[config.mk]
export PLATFORM = sky130hd
export DESIGN_NAME = pulse_stretcher
export DESIGN_NICKNAME = d
export VERILOG_FILES = /design/src/rtl/stretch_pkg.sv /design/src/rtl/cycle_timer.sv /design/src/rtl/pulse_stretcher.sv
export SDC_FILE = /design/constraint.sdc
export NUM_CORES = 1
export LEC_CHECK = 0
export CAP_MARGIN = 20
export CORE_AREA = 4 4 41 43
export DETAILED_ROUTE_END_ITERATION = 10
export DIE_AREA = 0 0 45 47
export SLEW_MARGIN = 40
export SYNTH_ARGS = -nofsm -noshare
export SYNTH_HDL_FRONTEND = slang
export SYNTH_HIERARCHICAL = 1
export SYNTH_SLANG_ARGS = --single-unit
[constraint.sdc]
create_clock -name Clock -period 2.7 [get_ports Clock]
set_clock_uncertainty 0.15 [all_clocks]
set_input_delay 0.54 -clock Clock [delete_from_list [all_inputs] [get_ports Clock]]
set_output_delay 0.54 -clock Clock [all_outputs]
set_load 0.01 [all_outputs]
[src/rtl/stretch_pkg.sv]
// ============================================================================
// stretch_pkg : shared FSM state type and counter-width helper
// Rev 1.0
// ============================================================================
`default_nettype none

package stretch_pkg;

    typedef enum logic [1:0] {
        ST_IDLE = 2'd0,
        ST_HOLD = 2'd1,
        ST_GAP  = 2'd2
    } state_t;

    // Width needed to hold max(hold, gap) - 1, never narrower than one bit.
    function automatic int cnt_width(input int hold_c, input int gap_c);
        int m;
        m = (hold_c > gap_c) ? hold_c : gap_c;
        return (m <= 1) ? 1 : $clog2(m);
    endfunction

endpackage

`default_nettype wire

[src/rtl/cycle_timer.sv]
// ============================================================================
// cycle_timer : loadable down-counter with zero detect, idles at zero
// Rev 1.0
// ============================================================================
`default_nettype none

module cycle_timer #(
    parameter int W = 2
) (
    input  logic         Clock,
    input  logic         reset,
    input  logic         load,
    input  logic [W-1:0] load_val,
    output logic         zero
);

    logic [W-1:0] r_cnt;

    always_ff @(posedge Clock or negedge reset) begin
        if (!reset) begin
            r_cnt <= '0;
        end else if (load) begin
            r_cnt <= load_val;
        end else if (r_cnt != '0) begin
            r_cnt <= r_cnt - W'(1);
        end
    end

    assign zero = (r_cnt == '0);

endmodule

`default_nettype wire

[src/rtl/pulse_stretcher.sv]
// ============================================================================
// pulse_stretcher : stretches single-cycle pulses into HOLD/GAP led intervals,
// queueing pulses that arrive while busy. Macro PULSE_STRETCHER_OVF_EN adds
// a sticky overflow flag. Rev 1.0
// ============================================================================
`default_nettype none

module pulse_stretcher
    import stretch_pkg::*;
#(
    parameter int HOLD_CYCLES = 4,
    parameter int GAP_CYCLES  = 2,
    parameter int PEND_W      = 3
) (
    input  logic              Clock,
    input  logic              reset,
    input  logic              pulse,
    output logic              led,
    output logic              busy,
    output logic [PEND_W-1:0] pending,
    output logic              overflow
);

    localparam int                CNT_W       = cnt_width(HOLD_CYCLES, GAP_CYCLES);
    localparam logic [CNT_W-1:0]  C_HOLD_LOAD = CNT_W'(HOLD_CYCLES - 1);
    localparam logic [CNT_W-1:0]  C_GAP_LOAD  = CNT_W'(GAP_CYCLES - 1);
    localparam logic [PEND_W-1:0] C_PEND_MAX  = '1;

    state_t            r_state;
    state_t            w_state_nxt;
    logic [PEND_W-1:0] r_pend;
    logic [PEND_W-1:0] w_pend_nxt;
    logic              r_led;
    logic              w_load;
    logic [CNT_W-1:0]  w_load_val;
    logic              w_zero;
    logic              w_enq;

    cycle_timer #(.W(CNT_W)) u_timer (
        .Clock    (Clock),
        .reset    (reset),
        .load     (w_load),
        .load_val (w_load_val),
        .zero     (w_zero)
    );

    always_comb begin
        w_state_nxt = r_state;
        w_pend_nxt  = r_pend;
        w_load      = 1'b0;
        w_load_val  = '0;
        w_enq       = 1'b0;
        case (r_state)
            ST_IDLE: begin
                if (pulse) begin
                    w_state_nxt = ST_HOLD;
                    w_load      = 1'b1;
                    w_load_val  = C_HOLD_LOAD;
                end
            end
            ST_HOLD: begin
                w_enq = pulse;
                if (w_zero) begin
                    w_state_nxt = ST_GAP;
                    w_load      = 1'b1;
                    w_load_val  = C_GAP_LOAD;
                end
            end
            ST_GAP: begin
                if (w_zero) begin
                    // A pulse on the exit edge is consumed directly or swaps with a queued one.
                    if (r_pend != '0 || pulse) begin
                        w_state_nxt = ST_HOLD;
                        w_load      = 1'b1;
                        w_load_val  = C_HOLD_LOAD;
                        if (r_pend != '0 && !pulse) begin
                            w_pend_nxt = r_pend - PEND_W'(1);
                        end
                    end else begin
                        w_state_nxt = ST_IDLE;
                    end
                end else begin
                    w_enq = pulse;
                end
            end
            default: begin
                w_state_nxt = ST_IDLE;
            end
        endcase
        if (w_enq && r_pend != C_PEND_MAX) begin
            w_pend_nxt = r_pend + PEND_W'(1);
        end
    end

    always_ff @(posedge Clock or negedge reset) begin
        if (!reset) begin
            r_state <= ST_IDLE;
            r_pend  <= '0;
            r_led   <= 1'b0;
        end else begin
            r_state <= w_state_nxt;
            r_pend  <= w_pend_nxt;
            r_led   <= (w_state_nxt == ST_HOLD);
        end
    end

    assign led     = r_led;
    assign busy    = (r_state != ST_IDLE);
    assign pending = r_pend;

`ifdef PULSE_STRETCHER_OVF_EN
    logic r_ovf;

    always_ff @(posedge Clock or negedge reset) begin
        if (!reset) begin
            r_ovf <= 1'b0;
        end else if (w_enq && r_pend == C_PEND_MAX) begin
            r_ovf <= 1'b1;
        end
    end

    assign overflow = r_ovf;
`else
    assign overflow = 1'b0;
`endif

endmodule

`default_nettype wire

==> impl_metrics.yaml, run 1 <==
yosys:
  yosysTopAreaCellShare_pct: 38.10
  ys_ff_latch: 8
  yosys.area.top_type: "dfrtp_1"
  postSynthAreaPerCell_sq_um: 10.11
  syn_nets: 61
  synth_top_cells_by_area: "dfrtp_1 (38%), ha_1 (12%), inv_1 (5.0%)"
  synth_cell_types: 25
  syn_area_sq_um: 525.5
  syn_inst: 52
  yosys_warnings: 6
  yosysSeqAreaShare_pct: 38.10
floorplanning:
  pin_count: 9
  die_w_microns: 45
  start_util_pct: 40.38
  die_y_microns: 47
  core_area_sq_um: 1301
  die-area_sq_um: 2115
  core.rowCount: 13
critical_path:
  worstSetupPathType: "flop to output pin"
  cp_max_fo: 3
  crit_required_ps: 2010
  startpoint_type: "flop"
  critPathArrivalTime_ps: 1550
  worst_setup_path_end_kind: "output pin"
clocking:
  htree_levels: 1
  cts_resized: 0
  clk_pin_slew_ps: 60
  clockBufferDepth: 2
  root_buffer: "clkbuf_4"
  cts_hold_buffers: 0
  clock-sinks: 8
  cts_made_buffers: 3
  worstSkewPairLatency_ps: 260
  post-cts-setup-buffers: 0
  cts_tree: "yes"
sta:
  layout_worst_path_cycle_share_pct: 82.92
  slew_viol_final: 0
  fmax_mhz: 446.7
  finalHoldViolations: 0
  setup_tns_ps: 0
  setup_viol: 0
  rsz0062_at_grt: "no"
  min_period_ps: 2239
routing:
  wl_per_cell_microns: 11.77
  vias: 379
  firstDrtPassIters: 3
  remaining_drc_errors: 0
  ant_nets: 0
  wl_microns: 906
  via_per_inst: 4.922
  drtIter0Drc: 1
grt:
  grt.total_usage_pct: 11.02
  antenna_found_initial: 0
  grt_overflow: 0
  grt_max_degree: 9
  grt_pass1_vias: 365
  grt_pass1_wl_microns: 1580
min_path:
  hold_class: "primary input to asynchronous set/reset pin"
placed_design:
  place_congestion: 0.7655
  dp_hpwl_microns: 702.7
  placed_area_sq_um: 614.3
  io_buffer_count: 7
power:
  power.total_w: 0.0007714
  power_density_nw_per_um2: 1211
  p_leak_nw: 0.3027
  ir_drop_uv: 534.2
finish:
  fin_nets: 73
  area_delta_synth_final_pct: 21.19
  fillers: 128
  final_common_cell: "dfrtp_1"
  drive_above_1_share_pct: 9.677
  design_area_sq_um: 636.9
  insertedDiodeCount: 0
  final_cell_mix: "dfrtp_1 (8), inv_1 (7), clkdlybuf4s50_1 (7)"
run_status:
  run_status: "complete, no violations"
run:
  max_cap_viol_count: 0
layer usage:
layer  part of all wire (%)  wire (microns)  track usage, %
met5                      0               0               0
met4                    2.5              23           8.772
met3                    6.0              54           4.981
met2                     45             406           14.97
met1                     46             421           13.38
per-stage QoR:
stage / util (%) / worst slack (ps) / instances / hold WS [ps]
after global routing: 48.94 / 354.3 / 77 / 425.3
after detailed placement: 47.21 / 345.0 / 74 / 400.5
after CTS: 48.94 / 449.9 / 77 / 407.7
after global placement: 47.21 / 372.5 / 74 / 412.3
after floorplan: - / 725.1 / 52 / 94.41
final: 48.94 / 461.2 / 77 / 395.0
layout make-up:
cell class / count / area [sq um] / area share, %
tap: 15 / 18.77 / 2.947
inverter: 7 / 26.28 / 4.126
timing repair buffer: 8 / 77.57 / 12.18
clock buffer: 3 / 22.52 / 3.536
multi-input combinational: 36 / 291.5 / 45.78
sequential: 8 / 200.2 / 31.43
synthesized netlist by cell type:
| cell type | n |
|---|---|
| nor3_1 | 1 |
| mux2_2 | 1 |
| o41ai_1 | 1 |
| fa_1 | 1 |
| nand3_1 | 1 |
| nand2_1 | 6 |
| nor2_1 | 1 |
| xor2_1 | 3 |
| o21bai_1 | 1 |
| buf_4 | 1 |
| conb_1 | 1 |
| o31a_1 | 1 |
| ha_1 | 5 |
| a211oi_1 | 2 |
| a21oi_1 | 2 |
| or3_1 | 1 |
| and2_1 | 1 |
| nor2b_1 | 1 |
| mux2i_1 | 1 |
| inv_1 | 7 |
| dfrtp_1 | 8 |
| or2b_1 | 1 |
| o21ai_0 | 2 |
| a211o_1 | 1 |
| o2111ai_4 | 1 |
state kept, by name (all words and copies together) (netlist names):
| signal | cells |
|---|---|
| led | 1 |
| pending | 3 |
| r_state | 2 |
| u_timer/r_cnt | 2 |
path summary, 6_finish.rpt:
path                            startpoint    endpoint  slack (ps)  cells after the start
worst min register to register  pending[2]  pending[2]         400                      1
worst max-delay path            r_state[1]        busy         460                      4
worst min-delay path                 reset         led         400                      1
max in group asynchronous            reset  pending[0]        1750                      1
worst max register to register  r_state[0]  pending[1]         590                      6
min in group Clock              pending[2]  pending[2]         400                      1
where the power goes:
part	total (W)	internal [W]	switching, W
sequential	0.000245	0.000182	0.0000623
combinational	0.000436	0.000226	0.000210
clock	0.0000912	0.0000508	0.0000403
total	0.000771	0.000459	0.000312
logic make-up (layout without fill, tap and decap cells):
kind of cell    count (synthesis)  in the layout  synth area share, %
xor+xnor                        3              3                5.001
compound gates                 11             11                18.10
buf+inv                         8             18                6.430
fa+ha+maj                       6              6                15.71
flops                           8              8                38.09
simple gates                   13             13                11.90
mux                             2              2                4.048
other cells                     1              1               0.7136
critical path, cell delays in order, from the launching register on:
cell and delay, ps:
dfrtp_1 380, inv_1 90, ha_1 220, inv_1 80, clkdlybuf4s50_1 530
Note: power is estimated with default switching activity, not from simulation.
==> inputs of run 2 (changes only) <==
clock period = 2.2 ns   (was 2.7 ns; I/O delays follow)
==> run 2 against run 1 <==
  * Sequential power increased by 22%
  * First-iteration DRC count increased to 4.0 times the previous value
  * Hold slack got worse by 77 ps
  * Largest cell class unchanged
==> impl_metrics.yaml, run 2 (same netlist as run 1, synthesis figures left out) <==
routing:
  firstDrtPassIters: 4
  drtIter0Drc: 4
  wl_per_cell_microns: 11.48
  vias: 381
  ant_nets: 0
  via_per_inst: 4.823
  remaining_drc_errors: 0
  wl_microns: 907
critical_path:
  startpoint: "r_state[0]"
  worst_setup_path_end_kind: "flop"
  rr_startpoint: "r_state[0]"
  critPathArrivalTime_ps: 2040
  crit_required_ps: 2170
  worstSetupPathType: "flop to flop"
  startpoint_type: "flop"
  cp_max_fo: 3
floorplanning:
  die_y_microns: 47
  core_area_sq_um: 1301
  pin_count: 9
  die-area_sq_um: 2115
  start_util_pct: 40.38
  die_w_microns: 45
  core.rowCount: 13
placed_design:
  io_buffer_count: 7
  place_congestion: 0.7194
  placed_area_sq_um: 629.4
  dp_hpwl_microns: 779.3
  dp.cells: 76
finish:
  final_common_cell: "dfrtp_1"
  drive_above_1_share_pct: 14.06
  largest_reg_flops: 3
  insertedDiodeCount: 0
  design_area_sq_um: 656.9
  stdcell_count: 79
  fin_nets: 75
  fin_util_pct: 50.48
  final_cell_mix: "dfrtp_1 (8), inv_1 (7), nand2_1 (6), clkdlybuf4s50_1 (6), ha_1 (5)"
  fillers: 123
  area_delta_synth_final_pct: 25.00
clocking:
  root_buffer: "clkbuf_4"
  cts_resized: 0
  clock-sinks: 8
  worstSkewPairLatency_ps: 240
  cts_hold_buffers: 0
  post-cts-setup-buffers: 0
  clk_pin_slew_ps: 50
  clockBufferDepth: 2
  cts_tree: "yes"
  cts_made_buffers: 3
  htree_levels: 1
grt:
  grt_pass1_vias: 362
  grt_pass1_wl_microns: 1566
  antenna_found_initial: 0
  grt_max_degree: 9
  grt_overflow: 0
  grt.total_usage_pct: 10.08
power:
  internal-power_w: 0.0005717
  power_density_nw_per_um2: 1450
  netSwitchingFraction_pct: 39.99
  p_sw_w: 0.0003809
  p_seq_share_pct: 31.4
  comb_power_share_pct: 57.8
  pwr-share-clk_pct: 10.8
  ir_drop_uv: 604.9
  p_leak_nw: 0.3217
sta:
  layout_worst_path_cycle_share_pct: 94.29
  setup_viol: 0
  min_period_ps: 2074
  rsz0062_at_grt: "no"
  finalHoldViolations: 0
  timing.hold.ws_ps: 318.4
  setup_tns_ps: 0
  fmax_mhz: 482.1
  slew_viol_final: 0
run_status:
  run_status: "complete, no violations"
min_path:
  hold_class: "primary input to asynchronous set/reset pin"
run:
  max_cap_viol_count: 0
## run 2: layer usage
layer  vias up  share of wire [%]  GRT usage [%]  wire length, microns
met4         0                  0          3.509                     0
met5         -                  0              0                     0
met2         4                 46          16.38                   414
met3         0                3.0          1.533                    27
li1        200                  -              -                     -
met1       177                 51          13.68                   466
## run 2: area by class of cell
class | instances | area, sq um | share of cell area [%]
clock buffers | 3 | 22.52 | 3.429
inverters | 7 | 26.28 | 4.000
multi-input cells | 36 | 294.0 | 44.76
flip-flops and latches | 8 | 200.2 | 30.48
well taps | 15 | 18.77 | 2.857
repair buffers | 10 | 95.09 | 14.48
## run 2: path summary, 6_finish.rpt
path	to	slack, ps	cells past startpoint
max	pending[1]	130	6
min	led	320	1
max reg2reg	pending[1]	130	6
min reg2reg	pending[2]	410	1
max in group asynchronous	pending[2]	1330	1
min in group Clock	pending[2]	410	1
## run 2: stage by stage
stage,worst slack (ps),power [W]
after floorplan,225.1,0.0006524
after global placement,6.000,0.0008534
after detailed placement,-1.637,0.0008575
after CTS,51.31,0.0009641
after global routing,36.08,0.001046
final,125.6,0.0009526
## run 2: power groups by stage
stage,Combinational [W],Sequential (W),Clock [W]
6_report,0.000551,0.000299,0.000103
5_1_grt,0.000617,0.000315,0.000114
4_1_cts,0.000557,0.000299,0.000108
3_5_place_dp,0.000556,0.000301,0
3_3_place_gp,0.000554,0.000300,0
2_1_floorplan,0.000346,0.000306,0
## run 2: critical path: stages (launching register included)
cell and delay (ps):
dfrtp_1 370, inv_1 90, ha_1 230, nor2b_2 180, o2111ai_4 220, fa_1 440
mux2_2 270
==> inputs of run 3 (changes only) <==
CORE_AREA = unset   (was 4 4 41 43)
CORE_MARGIN = 4   (was unset)
CORE_UTILIZATION = 28   (was unset)
DIE_AREA = unset   (was 0 0 45 47)
clock period = 2.6 ns   (was 2.2 ns; I/O delays follow)
==> run 3 against run 2 <==
  * Non-clock buffer count down 2
  * Sequential power down 15%
  * First-iteration DRC count down 75%
  * Sequential share of layout area up 0.35 points
  * Combinational power down 17%
  * Sequential cell count unchanged
==> impl_metrics.yaml, run 3 (same netlist as run 1, synthesis figures left out) <==
run_status:
  run_status: "complete, no violations"
finish:
  fillers: 185
  fin_nets: 73
  final_common_cell: "dfrtp_1"
  seq_area_sq_um: 200.2
  insertedDiodeCount: 0
  design_area_sq_um: 649.4
  final_cell_mix: "dfrtp_1 (8), inv_1 (7), clkdlybuf4s50_1 (7)"
  drive_above_1_share_pct: 9.677
  area_delta_synth_final_pct: 23.57
  multi_input_area_sq_um: 291.5
  largest_reg_flops: 3
routing:
  remaining_drc_errors: 0
  drtIter0Drc: 1
  wl_per_cell_microns: 10.52
  firstDrtPassIters: 2
  vias: 375
  wl_microns: 915
  via_per_inst: 4.310
  ant_nets: 0
clocking:
  worstSkewPairLatency_ps: 250
  cts_tree: "yes"
  clock-sinks: 8
  cts_made_buffers: 3
  clockBufferDepth: 2
  post-cts-setup-buffers: 0
  clk_pin_slew_ps: 50
  root_buffer: "clkbuf_4"
  htree_levels: 1
  cts_resized: 0
  cts_hold_buffers: 0
critical_path:
  rr_startpoint: "r_state[0]"
  max_stage_delay_ps: 530
  cp_cell_sequence: "inv_1 -> ha_1 -> inv_1 -> clkdlybuf4s50_1"
  crit_end: "busy"
  timing.rr.end: "pending[1]"
  path_buf_inv: 3
  ff2ff_setup_slack_ps: 500
  r2r_cells: 6
  worstSetupPathType: "flop to output pin"
  path_depth: 4
  startpoint: "r_state[0]"
  critical-path-top-delay-family: "buffers and inverters"
  cp_common_cell: "inv_1"
  cp_max_fo: 3
  crit_required_ps: 1930
  worst_setup_path_end_kind: "output pin"
  critPathArrivalTime_ps: 1530
  startpoint_type: "flop"
  critPathSlowestCell: "clkdlybuf4s50_1"
grt:
  antenna_found_initial: 0
  grt_max_degree: 9
  grt_pass1_vias: 392
  grt_pass1_wl_microns: 1566
  grt_overflow: 0
  grt.total_usage_pct: 7.998
sta:
  setup_viol: 0
  fmax_mhz: 455.4
  layout_worst_path_cycle_share_pct: 84.45
  slew_viol_final: 0
  setup_tns_ps: 0
  rsz0062_at_grt: "no"
  min_period_ps: 2196
  finalHoldViolations: 0
floorplanning:
  pin_count: 9
  die-area_sq_um: 2634
  core.rowCount: 15
  die_y_microns: 51.32
  die_w_microns: 51.32
  start_util_pct: 30.11
  core_area_sq_um: 1745
min_path:
  hold_class: "flop to flop"
placed_design:
  dp_hpwl_microns: 746.5
  place_congestion: 0.7105
  placed_area_sq_um: 626.9
  io_buffer_count: 7
power:
  p_leak_nw: 0.3027
  power_density_nw_per_um2: 1228
  ir_drop_uv: 607.3
  power.total_w: 0.0007976
run:
  max_cap_viol_count: 0
run 3: cell types whose count changed in the layout (fill, tap and decap cells not counted), sizes merged:
cell           change
dlymetal6s2s       -1
clkdlybuf4s50      +1
buf                -2
run 3: worst min path at each step:
stage / slack [ps] / cells after the start / startpoint / end
2_1_floorplan: 70 / 0 / reset / led
3_3_place_gp: 390 / 1 / pending[2] / pending[2]
3_5_place_dp: 390 / 1 / pending[2] / pending[2]
4_1_cts: 400 / 1 / reset / led
5_1_grt: 430 / 1 / reset / r_state[0]
6_report: 390 / 1 / pending[2] / pending[2]
run 3: cell type report:
| cell class | instances | area share, % |
|---|---|---|
| Inverter | 7 | 4.046 |
| Tap cell | 25 | 4.817 |
| Timing Repair Buffer | 8 | 11.95 |
| Clock buffer | 3 | 3.468 |
| Sequential cell | 8 | 30.83 |
| Multi-Input combinational cell | 36 | 44.89 |
run 3: power breakdown:
| part | switching [W] | internal, W | total, W |
|---|---|---|---|
| logic | 0.000218 | 0.000238 | 0.000456 |
| clock network | 0.0000363 | 0.0000524 | 0.0000887 |
| registers | 0.0000636 | 0.000189 | 0.000253 |
| total | 0.000318 | 0.000479 | 0.000798 |
run 3: routing by layer:
metal	global-route usage (%)	vias to the layer above	routed length, microns
li1	-	195	-
met1	9.319	173	458
met2	13.52	7	417
met3	4.665	0	38
met4	0	0	0
met5	0	-	0
run 3: per-stage QoR:
| step | hold slack (ps) | cells | setup slack [ps] | utilization [%] |
|---|---|---|---|---|
| after floorplan | 74.41 | 52 | 625.1 | - |
| after global placement | 392.6 | 84 | 300.1 | 35.91 |
| final | 389.3 | 87 | 404.3 | 37.20 |
| after CTS | 397.0 | 87 | 380.2 | 37.20 |
| after detailed placement | 392.2 | 84 | 217.8 | 35.91 |
| after global routing | 429.2 | 87 | 325.0 | 37.20 |
run 3: worst reg2reg max path, stage by stage (launching register included):
cell       delay (ps)
dfrtp_1           390
inv_1             100
ha_1              190
nor2b_1           270
o2111ai_4         150
fa_1              460
mux2_2            270
